[config.mk]
export PLATFORM = sky130hd
export DESIGN_NAME = oled_level_meter
export DESIGN_NICKNAME = d
export VERILOG_FILES = /design/src/rtl/oled_pkg.sv /design/src/rtl/level_peak_tracker.sv /design/src/rtl/oled_level_meter.sv
export SDC_FILE = /design/constraint.sdc
export NUM_CORES = 1
export LEC_CHECK = 0
export ABC_AREA = 1
export ABC_CLOCK_PERIOD_IN_PS = 3600
export CAP_MARGIN = 5
export CORE_AREA = 3 3 68 70
export CTS_CLUSTER_DIAMETER = 60
export DETAILED_ROUTE_END_ITERATION = 12
export DIE_AREA = 0 0 71 73
export DONT_BUFFER_PORTS = 1
export SLEW_MARGIN = 30
export SYNTH_ARGS = -nofsm -noshare
export SYNTH_HDL_FRONTEND = slang
export SYNTH_SLANG_ARGS = --single-unit
[constraint.sdc]
create_clock -name clk -period 3.6 [get_ports clk]
set_input_delay 0.36 -clock clk [delete_from_list [all_inputs] [get_ports clk]]
set_output_delay 0.36 -clock clk [all_outputs]
set_load 0.01 [all_outputs]
[src/rtl/oled_pkg.sv]
// Shared OLED geometry, RGB565 colour constants and band colour lookup for the level meter.
package oled_pkg;

    localparam int unsigned OLED_W      = 96;
    localparam int unsigned OLED_H      = 64;
    localparam int unsigned OLED_PIXELS = OLED_W * OLED_H;
    localparam int unsigned IDX_W       = 13;
    localparam int unsigned COORD_W     = 7;
    localparam int unsigned RGB_W       = 16;

    typedef logic [RGB_W-1:0] rgb565_t;

    localparam rgb565_t COL_BLACK  = 16'h0000;
    localparam rgb565_t COL_GREEN  = 16'h07E0;
    localparam rgb565_t COL_YELLOW = 16'hFFE0;
    localparam rgb565_t COL_RED    = 16'hF800;
    localparam rgb565_t COL_WHITE  = 16'hFFFF;

    // Innermost band is red, the one just outside it yellow, everything else green.
    function automatic rgb565_t band_colour(input int unsigned k, input int unsigned num_levels);
        if (k == num_levels)
            return COL_RED;
        else if (k + 1 == num_levels)
            return COL_YELLOW;
        else
            return COL_GREEN;
    endfunction

endpackage

[src/rtl/level_peak_tracker.sv]
// Per-frame level latch with clamp, plus a peak-hold register that decays one step every DECAY_FRAMES frames.
module level_peak_tracker
    import oled_pkg::*;
#(
    parameter int unsigned NUM_LEVELS   = 3,
    parameter int unsigned LEVEL_W      = 3,
    parameter int unsigned DECAY_FRAMES = 8
) (
    input  logic               clk,
    input  logic               reset,
    input  logic [IDX_W-1:0]   pixel_index,
    input  logic [LEVEL_W-1:0] level_in,
    output logic [LEVEL_W-1:0] fill,
    output logic [LEVEL_W-1:0] peak_level
);

    localparam int unsigned CNT_W = (DECAY_FRAMES > 1) ? $clog2(DECAY_FRAMES) : 1;

    logic [IDX_W-1:0]   prev_idx;
    logic [CNT_W-1:0]   decay_cnt;
    logic               frame_start_c;
    logic [LEVEL_W-1:0] new_fill_c;

    // A dwelling index of 0 only counts once: the previous index must have been non-zero.
    assign frame_start_c = (pixel_index == '0) && (prev_idx != '0);
    assign new_fill_c    = (32'(level_in) > NUM_LEVELS) ? LEVEL_W'(NUM_LEVELS) : level_in;

    always_ff @(posedge clk) begin
        if (reset) begin
            prev_idx   <= '1;
            fill       <= '0;
            peak_level <= '0;
            decay_cnt  <= '0;
        end else begin
            prev_idx <= pixel_index;
            if (frame_start_c) begin
                fill <= new_fill_c;
                if (new_fill_c >= peak_level) begin
                    peak_level <= new_fill_c;
                    decay_cnt  <= '0;
                end else if (32'(decay_cnt) == DECAY_FRAMES - 1) begin
                    peak_level <= peak_level - LEVEL_W'(1);
                    decay_cnt  <= '0;
                end else begin
                    decay_cnt <= decay_cnt + CNT_W'(1);
                end
            end
        end
    end

endmodule

[src/rtl/oled_level_meter.sv]
// RGB565 nested-band level meter for the 96x64 OLED; one-cycle registered pixel output.
// Optional OLED_PEAK_MARKER_EN draws a white outline row pair on the held peak band.
module oled_level_meter
    import oled_pkg::*;
#(
    parameter int unsigned NUM_LEVELS   = 3,
    parameter int unsigned LEVEL_W      = 3,
    parameter int unsigned X_LO         = 18,
    parameter int unsigned X_HI         = 77,
    parameter int unsigned Y_TOP        = 13,
    parameter int unsigned Y_BOT        = 49,
    parameter int unsigned Y_STEP       = 7,
    parameter int unsigned DECAY_FRAMES = 8
) (
    input  logic               clk,
    input  logic               reset,
    input  logic [IDX_W-1:0]   pixel_index,
    input  logic [LEVEL_W-1:0] level_in,
    output logic [RGB_W-1:0]   oled_data,
    output logic [LEVEL_W-1:0] peak_level
);

    // Innermost band must still have top <= bottom.
    if (Y_TOP + 2 * (NUM_LEVELS - 1) * Y_STEP > Y_BOT) begin : g_geom_check
        $error("oled_level_meter: innermost band collapses, reduce NUM_LEVELS or Y_STEP");
    end

    logic [LEVEL_W-1:0] fill;
    logic [COORD_W-1:0] x_c;
    logic [COORD_W-1:0] y_c;
    rgb565_t            pixel_c;

    level_peak_tracker #(
        .NUM_LEVELS   (NUM_LEVELS),
        .LEVEL_W      (LEVEL_W),
        .DECAY_FRAMES (DECAY_FRAMES)
    ) u_tracker (
        .clk         (clk),
        .reset       (reset),
        .pixel_index (pixel_index),
        .level_in    (level_in),
        .fill        (fill),
        .peak_level  (peak_level)
    );

    assign x_c = COORD_W'(pixel_index % IDX_W'(OLED_W));
    assign y_c = COORD_W'(pixel_index / IDX_W'(OLED_W));

    // Later (inner) bands overwrite earlier ones, so the innermost lit band wins.
    always_comb begin
        pixel_c = COL_BLACK;
        if ((32'(pixel_index) < OLED_PIXELS) && (32'(x_c) >= X_LO) && (32'(x_c) <= X_HI)) begin
            for (int unsigned k = 1; k <= NUM_LEVELS; k++) begin
                if ((k <= 32'(fill)) &&
                    (32'(y_c) >= Y_TOP + (k - 1) * Y_STEP) &&
                    (32'(y_c) <= Y_BOT - (k - 1) * Y_STEP))
                    pixel_c = band_colour(k, NUM_LEVELS);
            end
`ifdef OLED_PEAK_MARKER_EN
            if (peak_level > fill) begin
                for (int unsigned k = 1; k <= NUM_LEVELS; k++) begin
                    if ((k == 32'(peak_level)) &&
                        ((32'(y_c) == Y_TOP + (k - 1) * Y_STEP) ||
                         (32'(y_c) == Y_BOT - (k - 1) * Y_STEP)))
                        pixel_c = COL_WHITE;
                end
            end
`endif
        end
    end

    always_ff @(posedge clk) begin
        if (reset)
            oled_data <= '0;
        else
            oled_data <= pixel_c;
    end

endmodule

# ---- Word-level counts from Yosys, hierarchy flattened
# Index checks and enable logic that the tools add are counted.
dict set report op_classes {
  add_sub_neg 2
  bitwise_logic 1
  n_mux 8
  div_mod_pow 2
  eq_ne 1
  magnitude_cmp 14
  n_reduce_logical 16
}
# cell n
set ops {}
lappend ops {{16-bit 2-to-1 mux} 2}
lappend ops {{7-bit by 5-bit greater-or-equal comparator with 1-bit output, second input constant} 3}
lappend ops {{7-bit by 6-bit <= comparator with 1-bit output, second input constant} 3}
lappend ops {{3-bit 2-to-1 mux} 5}
lappend ops {{13-bit by 7-bit divider with 13-bit output, second input constant} 1}
lappend ops {{13-bit zero test} 1}
lappend ops {{13-bit < comparator, second input constant} 1}
lappend ops {{13-bit by 7-bit modulo with 13-bit output, second input constant} 1}
lappend ops {{13-bit nonzero test} 1}
lappend ops {{11-bit 2-to-1 mux} 1}
lappend ops {{1-bit logical AND} 9}
lappend ops {{7-bit by 4-bit greater-or-equal comparator with 1-bit output, second input constant} 1}
lappend ops {{7-bit <= comparator, second input constant} 1}
lappend ops {{2-bit by 3-bit <= comparator with 1-bit output, first input constant} 2}
lappend ops {{4-bit OR reduction} 1}
lappend ops {{3-bit by 1-bit adder with 3-bit output, second input constant} 1}
lappend ops {{3-bit == test, second input constant} 1}
lappend ops {{3-bit greater-or-equal comparator} 1}
lappend ops {{3-bit by 2-bit > comparator with 1-bit output, second input constant} 1}
lappend ops {{1-bit by 3-bit <= comparator with 1-bit output, first input constant} 1}
lappend ops {{3-bit OR reduction} 1}
lappend ops {{3-bit by 1-bit subtractor with 3-bit output, second input constant} 1}
lappend ops {{2-bit AND reduction} 1}
lappend ops {{2-bit nonzero test} 1}
lappend ops {{2 further kinds} 2}
dict set report totals {
  register_bits 38
  in_bits 18
  elab_cells 51
  out_inout_bits 19
}

# ---- Logic depth before layout (Yosys ltp)
dict set report depth {
  ltp_word 7
  mapped_depth 22
  ltp_nobuf 22
}

# ---- Cells and area by module
# Synthesis repeated with hierarchy kept, for this count alone.
dict set report hier_totals {
  hier_cells 262
  hier_area_um2 1717.9
}
# module cells_per_inst instances seq_area_each_um2 area_per_inst_um2
set modules_own_cells {}
lappend modules_own_cells {level_peak_tracker 130 1 440.4 988.4}
lappend modules_own_cells {oled_level_meter 132 1 40.0 729.4}

# ---- Worst setup path before layout
# Ideal clock, no wire load.
dict set report synth_timing {
  path_type {input -> register}
  from {in pixel_index[12]}
  to {reg oled_data[14]}
  t_required_ps 3488
  cell_stages 20
  setup_slack_ps 1540
  t_arrival_ps 1948
  path_buffers 0
  cell_sequence {inv_1 nand3_2 nand2_2 nand2_2 nand2_1 a21oi_1 nor2_1 nand2_1 nand2_2 o21ai_2 nand2_2 inv_2 o21bai_2 nand3_2 nand2_2 nand2_1 nand2_1 nand2_1 nand3_1 nor2_1}
}
dict set report synth_between {
  elab_chain_len 6
  word_cells_on_any_way 19
  cone_classes {2 x div; 7 x order compare; 2 x mux; 1 x bitwise; 7 x reduce/logical}
}
# element line
set synth_rtl {}
lappend synth_rtl {{start, declared} oled_level_meter.sv:17} ;# input logic [IDX_W-1:0] pixel_index,
lappend synth_rtl {{13-bit by 7-bit divider with 13-bit output / 13-bit by 7-bit modulo with 13-bit output (equally long branches)} {oled_level_meter.sv:47, oled_level_meter.sv:46}}
lappend synth_rtl {{7-bit by 5-bit greater-or-equal comparator with 1-bit output (on tied branches)} {oled_level_meter.sv:55, oled_level_meter.sv:52}}
lappend synth_rtl {{1-bit logical AND (on tied branches)} {oled_level_meter.sv:54, oled_level_meter.sv:52}}
lappend synth_rtl {{1-bit logical AND (on tied branches)} {oled_level_meter.sv:55, oled_level_meter.sv:52}}
lappend synth_rtl {{16-bit 2-to-1 mux / 1-bit inverter (equally long branches)} n/a}
lappend synth_rtl {{16-bit 2-to-1 mux / 2-bit OR reduction (equally long branches)} n/a}
lappend synth_rtl {{end signal, assigned} oled_level_meter.sv:76} ;# oled_data <= pixel_c;
lappend synth_rtl {{end, declared} oled_level_meter.sv:19} ;# output logic [RGB_W-1:0] oled_data,
# Parallel ways exist; a longest one is shown, timed or not.
# A chain may end at the register's enable or synchronous reset.

# ---- Final worst setup path
# Same ends and word-level chain as after synthesis.

==> impl_results.md <==
* Status: finished clean
* Critical Path Source: pixel_index[12]
* Starting Density at between 30% and 40%
* # Max-Cap Violations at 0
* Num rows at 23
* Clock buffer depth at 2
* DR DRC count at 0
* Via Count at around 1400
* Worst Path Arrival at between 2 and 2.5 ns
* Initial antenna violation count at 0
* Vias/cell at 4.84
* Pre-CTS setup slack at ~1.3 ns
* Nets at 257
* Layout Skew at approximately 0.0017 ns
* Worst r2r src: u_tracker.peak_level[1]
* Main area contributors after synthesis: dfxtp_1 (30%), nand2_1 (12%), inv_1 (8.1%)
* Largest net degree at the start of global routing at 18
* HP Start: reset
* Critical Path Sink Type: flop
* Worst setup SP type: input pin
* RSZ-0062 raised after global routing: false
* Final setup fails at 0
* Fillers at ~450
* Sequential area share after synthesis at roughly 30%
* Yosys top cell area share at between 30% and 40%
* CP required at between 3 and 4 ns
* Synth Cell Area at about 1600 um^2
* Distinct cells, synth at 28
* Die Width at about 71 um
* P_leak at between 0.0007 and 0.0008 uW
* Power Density at 348 nW/um^2
* Cell area after placement at around 1600 um^2
* Synth Flop Type: dfxtp_1
* Worst setup path category: input pin to flop
* Global Route Usage Sum at roughly 13%
* Ratio of final minimum period to clock period at between 50% and 60%
* Mean Syn Cell Area at around 6.6 um^2
* Cell taking the most area after synthesis: dfxtp_1
* Final Slew Violations at 0
* Post-CTS sizing at 0
* Remaining Overflow, GRT at 0
* CTS H-Tree Depth at 1
* Synth Register Bits at 24
* Share of cells above drive strength 1 at a little under an eighth
* DRT Wirelength at ~3000 um
* Die Span Y at around 73 um
* Number of buffers created by CTS at 3
* Final min period at slightly above 2 ns
* Fin area at around 1600 um^2
* Post-synthesis to final-layout area growth at 0.872%
* Post-DR wirelength/cell at about 11 um
* Worst-Margin Slew at 0.606 ns
* Gate Count Post-Synth at approximately 240
* Setup TNS at 0 ns
* CTS Hold Bufs at 0
* Final hold viol count at 0
* Yosys warning total at 0
* Async S/R FF share, synth at 0%
* Slew headroom at between 50 and 60%
* WHS at 0.165 ns
* Clock root cell: clkbuf_8
* GPL Wtd Cong at about 0.85
* Global-route wire length before repair at about 5400 um
* Number of global-route vias before repair at 1256
* CTS Sinks at 24
* Commonest non-fill, non-tap cell in the layout: nand2_1
* DP HPWL at roughly 2500 um
* N_diodes at 0
* Die ar. at around 5200 um^2
* Final worst slack at 1.54 ns
* Commonest non-fill, non-tap cells in the layout: nand2_1 (51), inv_1 (34), nor2_1 (24), dfxtp_1 (24), nand3_1 (21)
* Design Power at 554 uW
* Worst Hold Class: input pin to flop
* Core area at ~4000 um^2
* Maximum clock frequency at 485 MHz
* I/O Pins at 37
* Max IR drop VDD at roughly 0.24 mV
* Drt pass-1 iters at 4
* Postcts setup bufs at 0
* DR iter-0 viols at 96
* CTS tree: yes
* Clock transition at path regs at 0.08 ns
* Port Buffers at 0
* Final ANT Viol Nets at 0
* Post-synth EDFFs at 0
* Clk_lat worst skew at about 0.26 ns
* CP max FO at 5
per-layer routing:
layer	GRT usage [%]	up-vias	share of wire, %
met1	15.6	586	46
met3	3.99	2	6.8
met2	22.6	32	46
met4	1.88	0	0.39
li1	-	740	-
met5	0	-	0
path summary, 6_finish.rpt:
path	endpoint	slack, ns	cells past startpoint
hold / removal	u_tracker.fill[0]	0.16	1
hold reg to reg	u_tracker.fill[2]	0.48	2
setup reg to reg	u_tracker.peak_level[0]	1.89	9
setup / recovery	oled_data[14]	1.54	20
critical path, cell delays in order:
cell and delay, ns:
inv_1 0.11, nand3_2 0.10, nand2_2 0.12, nand2_2 0.07, nand2_1 0.09, a21oi_1 0.07
nor2_1 0.16, nand2_1 0.11, nand2_2 0.12, o21ai_2 0.06, nand2_2 0.10, inv_2 0.06
o21bai_2 0.17, nand3_2 0.11, nand2_2 0.11, nand2_1 0.05, nand3_1 0.06, nand2_1 0.06
nand3_1 0.08, nor2_1 0.05
per-stage QoR:
step                      cells  utilization [%]
after floorplan             243                -
after global placement      278             38.5
after detailed placement    278             38.5
after CTS                   281             39.5
after global routing        281             39.5
final                       281             39.5
layout make-up:
class	instances	area (um^2)	share of cell area (%)
Clock buffer	3	41.3	2.59
Inverter	39	146	9.19
Multi-Input combinational cell	165	862	54.1
Sequential cell	24	480	30.2
Tap cell	50	62.6	3.93
power breakdown:
| group | internal [uW] | switching [uW] |
|---|---|---|
| sequential | 273 | 1.90 |
| combinational | 39.6 | 87.3 |
| clock | 74.7 | 77.7 |
| total | 387 | 167 |
flip-flops by register name, indices dropped and copies added, names as in the netlist:
register	count
u_tracker.peak_level	3
u_tracker.decay_cnt	3
oled_data	2
u_tracker.fill	3
u_tracker.prev_idx	13
cell families (layout without fill, tap and decap cells):
kind of cell | Yosys count | count (layout) | share of synthesized area, %
adder cells (fa/ha/maj) | 6 | 6 | 4.75
AO/OA/AOI/OAI | 34 | 34 | 14.2
AND/OR/NAND/NOR | 119 | 119 | 34.2
buffers and inverters | 54 | 42 | 16.2
flip-flops | 24 | 24 | 30.4
other | 1 | 6 | 0.237
cell usage after synthesis, types with 5 or more instances:
master   instances
o21ai_0          7
buf_4           14
inv_2            5
dfxtp_1         24
nand2_1         51
nand3_1         21
ha_1             6
nand2_2          7
nor2_1          24
nor3_1           5
o21ai_2          5
inv_1           34
a21oi_1         12
No activity file was read; power rests on OpenSTA's default activity.
